--- src/rtl/seq_pattern_generator.sv ---
// Serial pattern transmitter: shifts pattern[pat_len-1:0] out MSB-first, repeat_cnt times (0 = until abort).
// Optional macro SEQ_GEN_GAP_EN inserts GAP_CYCLES idle cycles between repetitions.
module seq_pattern_generator #(
    parameter int PAT_W      = 8,
    parameter int LEN_W      = 4,
    parameter int CNT_W      = 8,
    parameter int GAP_CYCLES = 2
) (
    input  logic             clk,
    input  logic             reset,
    input  logic             start,
    input  logic [PAT_W-1:0] pattern,
    input  logic [LEN_W-1:0] pat_len,
    input  logic [CNT_W-1:0] repeat_cnt,
    input  logic             abort,
    output logic             data_out,
    output logic             data_valid,
    output logic             busy,
    output logic             done
);

    localparam logic [1:0] ST_IDLE  = 2'd0;
    localparam logic [1:0] ST_SHIFT = 2'd1;
`ifdef SEQ_GEN_GAP_EN
    localparam logic [1:0] ST_GAP   = 2'd2;
    localparam int         GAP_W    = (GAP_CYCLES > 1) ? $clog2(GAP_CYCLES) : 1;
    localparam logic [GAP_W-1:0] GAP_INIT = GAP_W'(GAP_CYCLES - 1);
`endif

    // A mis-parameterised instance never accepts a start rather than sending garbage.
    localparam logic CFG_OK = ((2 ** LEN_W) > PAT_W) && (GAP_CYCLES >= 1);
    localparam logic [LEN_W-1:0] MAX_LEN = LEN_W'(PAT_W);

    logic [1:0]       state_q,      state_d;
    logic [PAT_W-1:0] pat_q,        pat_d;
    logic [LEN_W-1:0] len_q,        len_d;
    logic [LEN_W-1:0] idx_q,        idx_d;
    logic [CNT_W-1:0] reps_q,       reps_d;
    logic             last_q,       last_d;
    logic             data_out_q,   data_out_d;
    logic             data_valid_q, data_valid_d;
    logic             busy_q,       busy_d;
    logic             done_q,       done_d;
`ifdef SEQ_GEN_GAP_EN
    logic [GAP_W-1:0] gap_cnt_q,    gap_cnt_d;
`endif

    logic             accept_s;
    logic [PAT_W-1:0] shifted_s;
    logic             cur_bit_s;

    // Start qualification and current-bit selection.
    always_comb begin
        accept_s  = CFG_OK && start && !abort &&
                    (pat_len != {LEN_W{1'b0}}) && (pat_len <= MAX_LEN);
        shifted_s = pat_q >> idx_q;
        cur_bit_s = shifted_s[0];
    end

    // Next-state and next-output logic; outputs default to the quiet value.
    always_comb begin
        state_d      = state_q;
        pat_d        = pat_q;
        len_d        = len_q;
        idx_d        = idx_q;
        reps_d       = reps_q;
        last_d       = last_q;
        data_out_d   = 1'b0;
        data_valid_d = 1'b0;
        busy_d       = busy_q;
        done_d       = 1'b0;
`ifdef SEQ_GEN_GAP_EN
        gap_cnt_d    = gap_cnt_q;
`endif
        case (state_q)
            ST_IDLE: begin
                last_d = 1'b0;
                if (accept_s) begin
                    state_d = ST_SHIFT;
                    pat_d   = pattern;
                    len_d   = pat_len;
                    idx_d   = pat_len - LEN_W'(1);
                    reps_d  = repeat_cnt;
                    busy_d  = 1'b1;
                end else begin
                    state_d = ST_IDLE;
                    busy_d  = 1'b0;
                end
            end
            ST_SHIFT: begin
                if (abort) begin
                    state_d = ST_IDLE;
                    busy_d  = 1'b0;
                    last_d  = 1'b0;
                end else if (last_q) begin
                    // Final bit went out last cycle: finish with a single done pulse.
                    state_d = ST_IDLE;
                    busy_d  = 1'b0;
                    done_d  = 1'b1;
                    last_d  = 1'b0;
                end else begin
                    data_out_d   = cur_bit_s;
                    data_valid_d = 1'b1;
                    busy_d       = 1'b1;
                    if (idx_q == {LEN_W{1'b0}}) begin
                        idx_d = len_q - LEN_W'(1);
                        if (reps_q == CNT_W'(1)) begin
                            last_d = 1'b1;
                        end else begin
                            if (reps_q != {CNT_W{1'b0}}) begin
                                reps_d = reps_q - CNT_W'(1);
                            end else begin
                                reps_d = reps_q;
                            end
`ifdef SEQ_GEN_GAP_EN
                            state_d   = ST_GAP;
                            gap_cnt_d = GAP_INIT;
`else
                            state_d   = ST_SHIFT;
`endif
                        end
                    end else begin
                        idx_d = idx_q - LEN_W'(1);
                    end
                end
            end
`ifdef SEQ_GEN_GAP_EN
            ST_GAP: begin
                if (abort) begin
                    state_d = ST_IDLE;
                    busy_d  = 1'b0;
                end else begin
                    busy_d = 1'b1;
                    if (gap_cnt_q == {GAP_W{1'b0}}) begin
                        state_d = ST_SHIFT;
                    end else begin
                        gap_cnt_d = gap_cnt_q - GAP_W'(1);
                    end
                end
            end
`endif
            default: begin
                state_d = ST_IDLE;
                busy_d  = 1'b0;
                last_d  = 1'b0;
            end
        endcase
    end

    // State, datapath and output registers with synchronous reset.
    always_ff @(posedge clk) begin
        if (reset) begin
            state_q      <= ST_IDLE;
            pat_q        <= {PAT_W{1'b0}};
            len_q        <= {LEN_W{1'b0}};
            idx_q        <= {LEN_W{1'b0}};
            reps_q       <= {CNT_W{1'b0}};
            last_q       <= 1'b0;
            data_out_q   <= 1'b0;
            data_valid_q <= 1'b0;
            busy_q       <= 1'b0;
            done_q       <= 1'b0;
`ifdef SEQ_GEN_GAP_EN
            gap_cnt_q    <= {GAP_W{1'b0}};
`endif
        end else begin
            state_q      <= state_d;
            pat_q        <= pat_d;
            len_q        <= len_d;
            idx_q        <= idx_d;
            reps_q       <= reps_d;
            last_q       <= last_d;
            data_out_q   <= data_out_d;
            data_valid_q <= data_valid_d;
            busy_q       <= busy_d;
            done_q       <= done_d;
`ifdef SEQ_GEN_GAP_EN
            gap_cnt_q    <= gap_cnt_d;
`endif
        end
    end

    assign data_out   = data_out_q;
    assign data_valid = data_valid_q;
    assign busy       = busy_q;
    assign done       = done_q;

endmodule

--- config.mk ---
export PLATFORM = sky130hd
export DESIGN_NAME = seq_pattern_generator
export DESIGN_NICKNAME = d
export VERILOG_FILES = /design/src/rtl/seq_pattern_generator.sv
export SDC_FILE = /design/constraint.sdc
export NUM_CORES = 1
export LEC_CHECK = 0
export ABC_CLOCK_PERIOD_IN_PS = 5300
export CAP_MARGIN = 25
export CORE_MARGIN = 3
export CORE_UTILIZATION = 35
export CTS_BUF_LIST = sky130_fd_sc_hd__clkbuf_4
export DETAILED_ROUTE_END_ITERATION = 7
export PLACE_DENSITY = 0.64
export SLEW_MARGIN = 20
export SYNTH_ARGS = -nofsm -noshare
export SYNTH_HDL_FRONTEND = slang
export SYNTH_SLANG_ARGS = --single-unit
--- constraint.sdc ---
create_clock -name clk -period 5.3 [get_ports clk]
set_input_delay 1.06 -clock clk [delete_from_list [all_inputs] [get_ports clk]]
set_output_delay 1.06 -clock clk [all_outputs]
set_load 0.1 [all_outputs]
Word level (Yosys, flattened, before mapping)

Index checks and enable logic that the tools add are counted.

Logic and storage cells: 69
Input bits: 24
Output and inout port bits: 4
Flip-flop bits (word level): 31

Equality and inequality tests: 10
Add/sub/neg operators: 4
Order comparisons: 1
Shift operators: 1
Bitwise logic cells: 2
Mux-type cells: 24
Reduce and logical (&&, ||, !) cells: 17

Operators by type and width:

| cell                | count |
|---|---|
| $mux 8              | 6 |
| $mux 4              | 4 |
| $pmux 8 s2          | 1 |
| $ne 2x2->1 const B  | 6 |
| $sub 4x1->4 const B | 3 |
| $eq 8x1->1 const B  | 1 |
| $mux 2              | 4 |
| $ne 4x4->1 const B  | 2 |
| $pmux 4 s2          | 1 |
| $reduce_bool 8->1   | 1 |
| $shr 8x4->1         | 1 |
| $sub 8x1->8 const B | 1 |
| $reduce_and 7->1    | 1 |
| $mux 1              | 6 |
| $reduce_or 5->1     | 1 |
| $le 4x4->1 const B  | 1 |
| $logic_not 4->1     | 1 |
| $pmux 2 s2          | 1 |
| $reduce_and 2->1    | 2 |
| $reduce_and 4->1    | 1 |
| $reduce_bool 4->1   | 1 |
| $reduce_or 4->1     | 1 |
| $logic_and 1x1->1   | 3 |
| $reduce_or 3->1     | 1 |
| 7 further kinds     | 8 |

Longest topological paths before layout

Gate-level depths: netlist of the first run.

Depth after elaboration: 7
Mapped depth: 8
Mapped depth without buffers: 7

Worst setup path after synthesis of the first run

Ideal clock, no wire load.

Kind: input to register
From: input port pat_len[1]
To: register pat_q[0]
Arrival: 2.204 ns
Buffers on the path: 1
Data required time: 5.171 ns
Cell stages on the path: 5
Path slack: 2.967 ns
Setup time: 0.129 ns
Path through: or4_1 -> nand4_2 -> buf_4 -> mux2i_1 -> nor2_1

Longest elaborated chain between the ends: 4
Elaborated cells between the ends (all ways): 5
Classes of those cells: 1 x order compare; 4 x reduce/logical

RTL lines:

| item                                                               | line | RTL |
|---|---|---|
| from (decl)                                                        | 13   | `input logic [LEN_W-1:0] pat_len,` |
| parallel branches: the longest is 2 deep, another holds $le 4x4->1 | -    |  |
| $logic_and 1x1->1 *                                                | 55   | `(pat_len != {LEN_W{1'b0}}) && (pat_len <= MAX_LEN);` |
| $reduce_and 2->1 (no source line) *                                | -    |  |
| to (signal assigned)                                               | 154  | `pat_q <= {PAT_W{1'b0}};` |
| to (signal assigned)                                               | 168  | `pat_q <= pat_d;` |
| to (decl)                                                          | 35   | `logic [PAT_W-1:0] pat_q, pat_d;` |

Every way passes the cells marked *.
A chain may end at the register's enable or synchronous reset.

Worst setup path in the final report of the first run

From: input port pat_len[1]
To: register reps_q[2]

Longest elaborated chain between the ends: 5
Elaborated cells between the ends (all ways): 6
Classes of those cells: 1 x order compare; 1 x eq/ne; 4 x reduce/logical

RTL lines:

| item                                                               | line | RTL |
|---|---|---|
| parallel branches: the longest is 2 deep, another holds $le 4x4->1 | -    |  |
| $logic_and 1x1->1 *                                                | 55   |  |
| $ne 2x2->1 (no source line) *                                      | -    |  |
| $reduce_and 7->1 (no source line) *                                | -    |  |
| to (signal assigned)                                               | 157  | `reps_q <= {CNT_W{1'b0}};` |
| to (signal assigned)                                               | 171  | `reps_q <= reps_d;` |
| to (decl)                                                          | 38   | `logic [CNT_W-1:0] reps_q, reps_d;` |

Marks and branches as above.

==> results of run 1 <==
[registers in the layout, indices dropped and copies added (netlist names)]
register    cells
data_valid      1
data_out        1
reps_q          8
done            1
state_q         1
len_q           4
busy            1
idx_q           4
pat_q           8
last_q          1
[per-layer routing]
metal  part of all wire [%]  vias to the layer above  GRT usage, %
met4                   0.72                        0          4.59
met3                    4.9                        2          3.05
li1                       -                      652             -
met1                     49                      592          18.6
met5                      0                        -             0
met2                     45                       30          19.8
[worst register-to-register path: cells and delay by family (launching register included)]
| kind | cells | cell delay, ns |
|---|---|---|
| compound gates | 3 | 0.96 |
| simple gates | 2 | 0.62 |
| flops | 1 | 0.32 |
[power groups by stage]
stage | clock, mW | combinational, mW | sequential [mW]
5_1_grt | 0.139 | 0.116 | 0.251
6_report | 0.123 | 0.106 | 0.249
3_5_place_dp | 0 | 0.105 | 0.255
2_1_floorplan | 0 | 0.0701 | 0.255
3_3_place_gp | 0 | 0.103 | 0.254
4_1_cts | 0.130 | 0.107 | 0.249
[stage by stage]
step / util, % / hold slack, ns / std cells
4_1_cts: 45.9 / 0.490 / 243
2_1_floorplan: - / 0.447 / 166
6_report: 45.8 / 0.481 / 243
3_3_place_gp: 44.8 / 0.463 / 236
5_1_grt: 45.8 / 0.536 / 243
3_5_place_dp: 44.8 / 0.477 / 236
[placed cells by master (no fill, tap or decap), types with 2 or more instances in the layout]
cell type and instances:
mux4_2 2, nand2_1 14, mux2_2 2, nor4b_1 2, o22ai_1 2, mux2i_1 15
inv_1 4, o21ai_1 4, o21ai_0 4, a211oi_1 6, nor2b_1 2, nand3_1 3
clkdlybuf4s50_1 26, clkinv_2 2, nand2b_1 3, clkbuf_4 5, xor2_1 2, a21oi_1 11
ha_1 4, nor2_1 26, dfxtp_1 30, o211ai_1 2
[synth_stat cells, types with 2 or more instances]
cell type | number | area [sq um]
dfxtp_1 | 30 | 601
nor2_1 | 26 | 97.6
mux2i_1 | 15 | 150
nand2_1 | 14 | 52.6
a21oi_1 | 11 | 55.1
a211oi_1 | 6 | 45.0
clkbuf_1 | 6 | 22.5
ha_1 | 4 | 50.1
inv_1 | 4 | 15.0
o21ai_0 | 4 | 20.0
o21ai_1 | 4 | 20.0
nand2b_1 | 3 | 18.8
nand3_1 | 3 | 15.0
mux2_2 | 2 | 22.5
mux4_2 | 2 | 45.0
nor2b_1 | 2 | 12.5
nor4b_1 | 2 | 17.5
o211ai_1 | 2 | 15.0
o22ai_1 | 2 | 12.5
xor2_1 | 2 | 17.5
[final cells by class]
| cell class | count | area, sq um | share of cell area (%) |
|---|---|---|---|
| clock inverter | 2 | 10.0 | 0.535 |
| tap | 50 | 62.6 | 3.34 |
| sequential | 30 | 601 | 32.1 |
| clock buffer | 5 | 37.5 | 2.01 |
| inverter | 4 | 15.0 | 0.802 |
| timing repair buffer | 28 | 273 | 14.6 |
| multi-input combinational | 124 | 873 | 46.7 |
[logic make-up after synthesis]
family / after synthesis / share of synthesized area (%)
simple gates: 59 / 20.0
compound gates: 39 / 18.1
flops: 30 / 39.4
mux: 19 / 14.3
buf+inv: 12 / 3.28
fa+ha+maj: 4 / 3.28
xor+xnor: 3 / 1.72
[worst paths after layout]
kind	startpoint	end	slack [ns]	cells past startpoint
setup / recovery	pat_len[1]	reps_q[2]$_SDFFE_PP0P_	2.14	6
hold / removal	reps_q[7]$_SDFFE_PP0P_	reps_q[7]$_SDFFE_PP0P_	0.48	2
setup reg to reg	state_q[0]$_SDFFE_PP0P_	reps_q[2]$_SDFFE_PP0P_	3.32	5
hold reg to reg	reps_q[7]$_SDFFE_PP0P_	reps_q[7]$_SDFFE_PP0P_	0.48	2
==> metrics.md, run 1 <==
| Metric | Value |
|---|---|
| EDFF count, synth | 0 |
| Initial antenna violation count | 0 |
| CP Max Fanout | 15 |
| Internal power | between 0.3 and 0.4 mW |
| Dominant synthesized flop cell | dfxtp_1 |
| WL per Instance | between 10 and 15 um |
| Die Y | ~72 um |
| Fillers | 412 |
| Clock Sinks | 30 |
| DR vias | between 1,000 and 1,500 |
| Resized cells post-CTS | 0 |
| # hold bufs at CTS | 0 |
| Mapped Nets | about 190 |
| #FFs+latches synth | 30 |
| Sequential area share after synthesis | between 30% and 40% |
| CTS Buffer Depth | 2 |
| Final setup fails | 0 |
| Total Routing Usage GR | a little over an eighth |
| Slew @ Worst Pin | ~0.96 ns |
| HPWL Detailed | ~2300 um |
| CP top delay family | compound AO/OA/AOI/OAI gates |
| Initial DRT Pass Iterations | 4 |
| Combinational share of power | 22.1% |
| Worst-Skew Late Latency | around 0.31 ns |
| Crit path DAT | approximately 3.4 ns |
| Starting Density | 37.3% |
| Unique masters post-synth | 42 |
| Clock power frac | approximately a quarter |
| Final slew viol count | 0 |
| Gr ovfl total | 0 |
| Unrepaired setup endpoints after global routing | no |
| CTS root buf | clkbuf_4 |
| Placed cell area | approximately 1800 sq um |
| Fin crit share | 59.5% |
| Design Power | around 0.48 mW |
| Asr flop ratio synth | 0% |
| Max rail drop VDD | 0.000145 V |
| Reg clk slew, reported paths | roughly 0.090 ns |
| Drt via density | ~5.3 |
| GP Congestion | between 0.8 and 0.9 |
| CP Capture Type | flip-flop |
| TNS Setup | 0 ns |
| YS warnings | 0 |
| Row Count | 23 |
| H-Tree Level Count | 2 |
| Lkg Pwr | just over 0.7 nW |
| First-pass GRT wire length | 5530 um |
| Die ar. | roughly 5200 sq um |
| NetSw | around 0.14 mW |
| Worst setup margin | roughly 2.1 ns |
| Seq pwr share | 52.1% |
| Largest net degree at the start of global routing | 36 |
| Total CTS buffers | 5 |
| Worst path cell trace | clkdlybuf4s50_1, o31ai_1, nand4_2, a22oi_2, a21oi_1, a211oi_1 |
| Post-Syn Area per Cell | 9.18 sq um |
| CP Buf/Inv Count | 1 |
| Synthesized area | 1520 sq um |
| Final min period | between 3 and 4 ns |
| Worst Path Required | 5.53 ns |
| CTS tree | yes |
| Max stage delay on crit path | slightly below 0.6 ns |
| Crit start category | input port |
| Fmax achieved | 317 MHz |
| Synth Instances | about 170 |
| Place WS | 1.79 ns |
| CP Class | in2reg |
| Initial DRC Count | between 100 and 150 |
| I/O pins | 28 |
| Max-cap viol count | 0 |
| Core ar. | 4090 sq um |
| Slowest-stage cell, CP | a22oi_2 |
| Die Wd | approximately 72 um |
| Pwr Density | ~260 nW/um^2 |
| Layout area overhead | 22.8% |
| Antenna diode count | 0 |
| # DRC | 0 |
| Worst slew margin | around 36% |
| Total Nets Final | between 200 and 250 |
| Status | finished, final reports clean |
| Switch share | 29.7% |
| Antenna viol nets, final | 0 |
| Post-CTS Setup Bufs | 0 |
| Fin. Hold Viols | 0 |
| HP Class | reg2reg |
| Layout cell share with drive strength beyond 1 | 10.9% |
| PortBufs | 27 |
| Clock skew | roughly 0.0056 ns |
| Vias in the first global route | 1,187 |
| Final instance area | between 1500 and 2000 sq um |
| Final wirelength | roughly 3200 um |
(Power assumes the default switching activity.)
==> inputs of run 2 (changes only) <==
ABC_CLOCK_PERIOD_IN_PS = 2700   (was 5300)
PLACE_DENSITY = 0.66   (was 0.64)
clock period = 2.7 ns   (was 5.3 ns; I/O delays follow)
==> run 2 against run 1 <==
Against the previous run: first-iteration DRC count down 59%; wire length fell by 0.37%; worst hold slack better by 0.013 ns; global-route usage decreased by 0.068 points; combinational power is 92% higher; utilization grew 1.6 points; final cell count grew 1.2%; clock skew is 0.00067 ns higher; setup slack worse by 1.7 ns; non-clock buffer count is 2 higher; cell area is 3.4% higher; largest cell class unchanged.
==> metrics.md, run 2 (synthesis gave the netlist of run 1 again) <==
| Metric | Value |
|---|---|
| Initial DRC Count | 61 |
| Placed cell count | ~240 |
| Final setup fails | 0 |
| Total Nets Final | 223 |
| Reg2reg end | reps_q[2]$_SDFFE_PP0P_ |
| Commonest non-fill, non-tap cells in the layout | 30 x dfxtp_1, 26 x nor2_1, 23 x clkdlybuf4s50_1, 15 x mux2i_1, 14 x nand2_1 |
| Design Power | approximately 1.1 mW |
| Fin. Hold Viols | 0 |
| CP Capture Type | flip-flop |
| TNS Setup | 0 ns |
| CTS tree | yes |
| Largest regs | pat_q: 8 flops, reps_q: 8 flops |
| Unrepaired setup endpoints after global routing | no |
| Max stage delay on crit path | 0.51 ns |
| HP Start | reps_q[7]$_SDFFE_PP0P_ |
| I/O pins | 28 |
| HPWL Detailed | around 2300 um |
| Total Routing Usage GR | a little over an eighth |
| Largest net degree at the start of global routing | 28 |
| Hold Path Depth | 2 |
| Worst path cell trace | clkdlybuf4s50_1, o31ai_1, nand4_2, a22oi_2, a21oi_1, a211oi_1 |
| Max-cap viol count | 0 |
| CP Class | in2reg |
| Crit start category | input port |
| Post-CTS Setup Bufs | 0 |
| Lkg Pwr | ~0.76 nW |
| Reg clk slew, reported paths | about 0.10 ns |
| Worst Path Required | 2.95 ns |
| Row Count | 23 |
| Fmax achieved | roughly 450 MHz |
| Layout area overhead | 27.0% |
| Hold EP | reps_q[7]$_SDFFE_PP0P_ |
| Die Y | between 70 and 80 um |
| Resized cells post-CTS | 0 |
| Final slew viol count | 0 |
| CP Max Fanout | 10 |
| Final wirelength | around 3200 um |
| Initial antenna violation count | 0 |
| Status | finished, final reports clean |
| Worst slew margin | a little under three fifths |
| R2R cell count | 5 |
| Crit path DAT | 2.48 ns |
| Antenna diode count | 0 |
| PortBufs | 27 |
| Die ar. | a little over 5000 sq um |
| DR vias | roughly 1,300 |
| Vias in the first global route | about 1,200 |
| HP Class | reg2reg |
| Slew @ Worst Pin | 0.656 ns |
| Clock skew | 0.00631 ns |
| Total CTS buffers | 5 |
| Antenna viol nets, final | 0 |
| Drt via density | about 5.2 |
| Final non-filler cell total | around 250 |
| # DRC | 0 |
| Final min period | 2.24 ns |
| CTS Buffer Depth | 2 |
| Register-to-register setup slack | roughly 0.80 ns |
| Max rail drop VDD | 0.000283 V |
| Pwr Density | between 500 and 600 nW/um^2 |
| Clock Sinks | 30 |
| Reg-to-reg startpoint | idx_q[0]$_SDFFE_PP0P_ |
| Die Wd | between 70 and 80 um |
| GP Congestion | ~0.8 |
| Starting Density | between 30% and 40% |
| Core ar. | just over 4000 sq um |
| Leading cell type in the layout, fill and taps excluded | dfxtp_1 |
| Initial DRT Pass Iterations | 4 |
| Layout cell share with drive strength beyond 1 | between 10% and 20% |
| First-pass GRT wire length | ~5400 um |
| Gr ovfl total | 0 |
| WL per Instance | 13.0 um |
| # hold bufs at CTS | 0 |
| Fin crit share | between 80% and 90% |
| CTS root buf | clkbuf_4 |
| H-Tree Level Count | 2 |
| Slowest-stage cell, CP | a22oi_2 |
| Worst-Skew Late Latency | about 0.33 ns |
run 2: worst max path at each step:
stage,to,start,depth (start not counted)
5_1_grt,reps_q[1]$_SDFFE_PP0P_,pat_len[2],6
4_1_cts,reps_q[2]$_SDFFE_PP0P_,pat_len[2],6
3_5_place_dp,reps_q[4]$_SDFFE_PP0P_,pat_len[1],6
2_1_floorplan,pat_q[0]$_SDFFE_PP0P_,pat_len[1],5
3_3_place_gp,reps_q[4]$_SDFFE_PP0P_,pat_len[1],6
6_report,reps_q[2]$_SDFFE_PP0P_,pat_len[1],6
run 2: critical path: cells and delay by family:
kind	cells	cell delay [ns]
simple gates	1	0.28
buf+inv	1	0.49
compound gates	4	1.17
run 2: layout make-up:
cell class	instances	area, sq um
sequential	30	601
fill	419	2150
clock buffer	5	37.5
tap	50	62.6
multi-input combinational	124	873
timing repair buffer	30	283
clock inverter	3	63.8
inverter	4	15.0
run 2: where the power goes:
group / switching (mW) / total, mW / internal [mW]
Combinational: 0.100 / 0.204 / 0.104
Clock: 0.160 / 0.445 / 0.285
Sequential: 0.0279 / 0.492 / 0.464
run 2: metrics by stage:
step                util [%]  cell area, sq um  worst slack [ns]  hold slack (ns)
floorplan                  -              1520             0.887            0.447
global placement        44.9              1830             0.216            0.468
detailed placement      44.9              1830             0.115            0.489
CTS                     47.4              1940             0.457            0.502
global route            47.4              1940             0.247            0.531
finish                  47.4              1940             0.463            0.494
run 2: metal layers:
layer | wire length, um | vias up | track usage (%)
met5 | 0 | - | 0
met2 | 1350 | 24 | 18.2
met4 | 51 | 0 | 4.59
met3 | 127 | 5 | 4.02
li1 | - | 656 | -
met1 | 1670 | 588 | 19.2
==> inputs of run 3 (changes only) <==
ABC_CLOCK_PERIOD_IN_PS = 2200   (was 2700)
PLACE_DENSITY = 0.64   (was 0.66)
clock period = 2.2 ns   (was 2.7 ns; I/O delays follow)
==> run 3 against run 2 <==
Against the previous run: sequential share of layout area is 0.081 points higher; critical path depth stayed put; non-clock buffer count is 4 higher; largest power group unchanged; die area stayed put; wire length is 6.1% higher; cell area is 0.26% lower; final cell count is 1.6% higher; setup slack worse by 0.22 ns.
==> metrics.md, run 3 (synthesis gave the netlist of run 1 again) <==
| Metric | Value |
|---|---|
| GP Congestion | about 0.83 |
| Drt via density | roughly 5.2 |
| Final wirelength | between 3000 and 4000 um |
| Total CTS buffers | 5 |
| Die ar. | about 5200 sq um |
| Reg clk slew, reported paths | around 0.1 ns |
| Initial DRT Pass Iterations | 4 |
| Worst slew margin | ~54% |
| Status | finished, final reports clean |
| Final setup fails | 0 |
| Fmax achieved | just over 500 MHz |
| Initial DRC Count | around 70 |
| Lkg Pwr | between 0.7 and 0.8 nW |
| HPWL Detailed | 2410 um |
| Antenna diode count | 0 |
| Max-cap viol count | 0 |
| CTS Buffer Depth | 2 |
| Layout area overhead | 26.7% |
| Starting Density | between 30% and 40% |
| Pwr Density | 617 nW/um^2 |
| Fillers | 396 |
| Post-layout util | a little under half |
| Max rail drop VDD | 0.000315 V |
| Max stage delay on crit path | about 0.46 ns |
| Largest regs | pat_q: 8 flops, reps_q: 8 flops |
| CP Class | in2reg |
| Final slew viol count | 0 |
| Final min period | about 2.0 ns |
| Crit start category | input port |
| Post-CTS Setup Bufs | 0 |
| Fin. Hold Viols | 0 |
| First-pass GRT wire length | ~5700 um |
| Register-to-register setup slack | 0.28 ns |
| Clock Sinks | 30 |
| Antenna viol nets, final | 0 |
| Reg2reg end | reps_q[4]$_SDFFE_PP0P_ |
| Fin crit share | about nine tenths |
| I/O pins | 28 |
| # DRC | 0 |
| Resized cells post-CTS | 0 |
| CTS root buf | clkbuf_4 |
| Vias in the first global route | roughly 1,200 |
| # hold bufs at CTS | 0 |
| Clock skew | a little over 0.01 ns |
| Worst-Skew Late Latency | around 0.33 ns |
| Reg-to-reg startpoint | idx_q[3]$_SDFFE_PP0P_ |
| Hold EP | reps_q[7]$_SDFFE_PP0P_ |
| Hold Path Depth | 2 |
| DR vias | 1,293 |
| Total Nets Final | approximately 230 |
| CP Capture Type | flip-flop |
| HP Class | reg2reg |
| Final non-filler cell total | 250 |
| Hold Worst Slack | 0.486 ns |
| Unrepaired setup endpoints after global routing | no |
| Placed cell count | approximately 240 |
| CP Max Fanout | 10 |
| PortBufs | 27 |
| Row Count | 23 |
| H-Tree Level Count | 2 |
| Largest net degree at the start of global routing | 28 |
| Core ar. | 4090 sq um |
| Slew @ Worst Pin | 0.688 ns |
| Worst path cell trace | clkdlybuf4s50_1, o31ai_1, nand4_2, a22oi_2, a21oi_1, a211oi_1 |
| HP Start | reps_q[7]$_SDFFE_PP0P_ |
| Crit path DAT | 2.20 ns |
| Initial antenna violation count | 0 |
| WL per Instance | between 10 and 15 um |
| Die Wd | 72.0 um |
| Gr ovfl total | 0 |
| Slowest-stage cell, CP | clkdlybuf4s50_1 |
| Leading cell type in the layout, fill and taps excluded | dfxtp_1 |
| TNS Setup | 0 ns |
| CTS tree | yes |
| Worst Path Required | 2.45 ns |
| Layout cell share with drive strength beyond 1 | ~15% |
| Commonest non-fill, non-tap cells in the layout | 30 x dfxtp_1, 26 x nor2_1, 23 x clkdlybuf4s50_1, 15 x mux2i_1, 14 x nand2_1 |
| Die Y | 72.0 um |
| Total Routing Usage GR | between 10% and 20% |
| R2R cell count | 5 |
[run 3: cell types whose count changed in the layout (fill, tap and decap cells not counted)]
cell and change:
buf_4 +3, bufinv_16 -2, buf_12 +1, clkbuf_4 +1, clkinv_2 +1
[run 3: critical path: cells and delay by family]
kind                   cells  cell delay, ns
AOI/OAI and AO/OA          4            1.09
buffers and inverters      1            0.46
and+or+nand+nor            1            0.21
[run 3: layer usage]
layer | wire [um] | vias up | GRT usage, %
li1 | - | 661 | -
met1 | 1650 | 594 | 20.2
met2 | 1520 | 30 | 20.0
met3 | 155 | 8 | 3.19
met4 | 63 | 0 | 5.85
met5 | 0 | - | 0
[run 3: per-stage QoR]
stage / cell area [sq um] / setup slack [ns] / power, mW
2_1_floorplan: 1520 / 0.487 / 0.782
3_3_place_gp: 1880 / -0.0466 / 0.874
3_5_place_dp: 1880 / -0.118 / 0.879
4_1_cts: 1930 / 0.240 / 1.21
5_1_grt: 1930 / 0.0742 / 1.26
6_report: 1930 / 0.243 / 1.19
[run 3: worst max-delay path by stage]
stage	startpoint	endpoint	slack, ns	depth (start not counted)
global placement	pat_len[1]	reps_q[4]$_SDFFE_PP0P_	-0.05	6
detailed placement	pat_len[1]	reps_q[4]$_SDFFE_PP0P_	-0.12	6
global route	pat_len[1]	reps_q[2]$_SDFFE_PP0P_	0.07	6
finish	pat_len[1]	reps_q[4]$_SDFFE_PP0P_	0.24	6
floorplan	pat_len[1]	pat_q[0]$_SDFFE_PP0P_	0.49	5
CTS	pat_len[1]	reps_q[2]$_SDFFE_PP0P_	0.24	6
[run 3: power breakdown]
group,leakage [nW],switching (mW),total [mW],internal [mW]
Combinational,0.493,0.128,0.263,0.135
Sequential,0.244,0.0342,0.604,0.569
Clock,0.0331,0.193,0.325,0.132
Total,0.770,0.355,1.19,0.837
[run 3: layout make-up]
class / instances / area [sq um] / share of cell area (%)
clock buffer: 6 / 45.0 / 2.33
clock inverter: 2 / 8.76 / 0.454
inverter: 4 / 15.0 / 0.778
multi-input combinational: 124 / 873 / 45.2
sequential: 30 / 601 / 31.1
tap: 50 / 62.6 / 3.24
timing repair buffer: 34 / 325 / 16.9
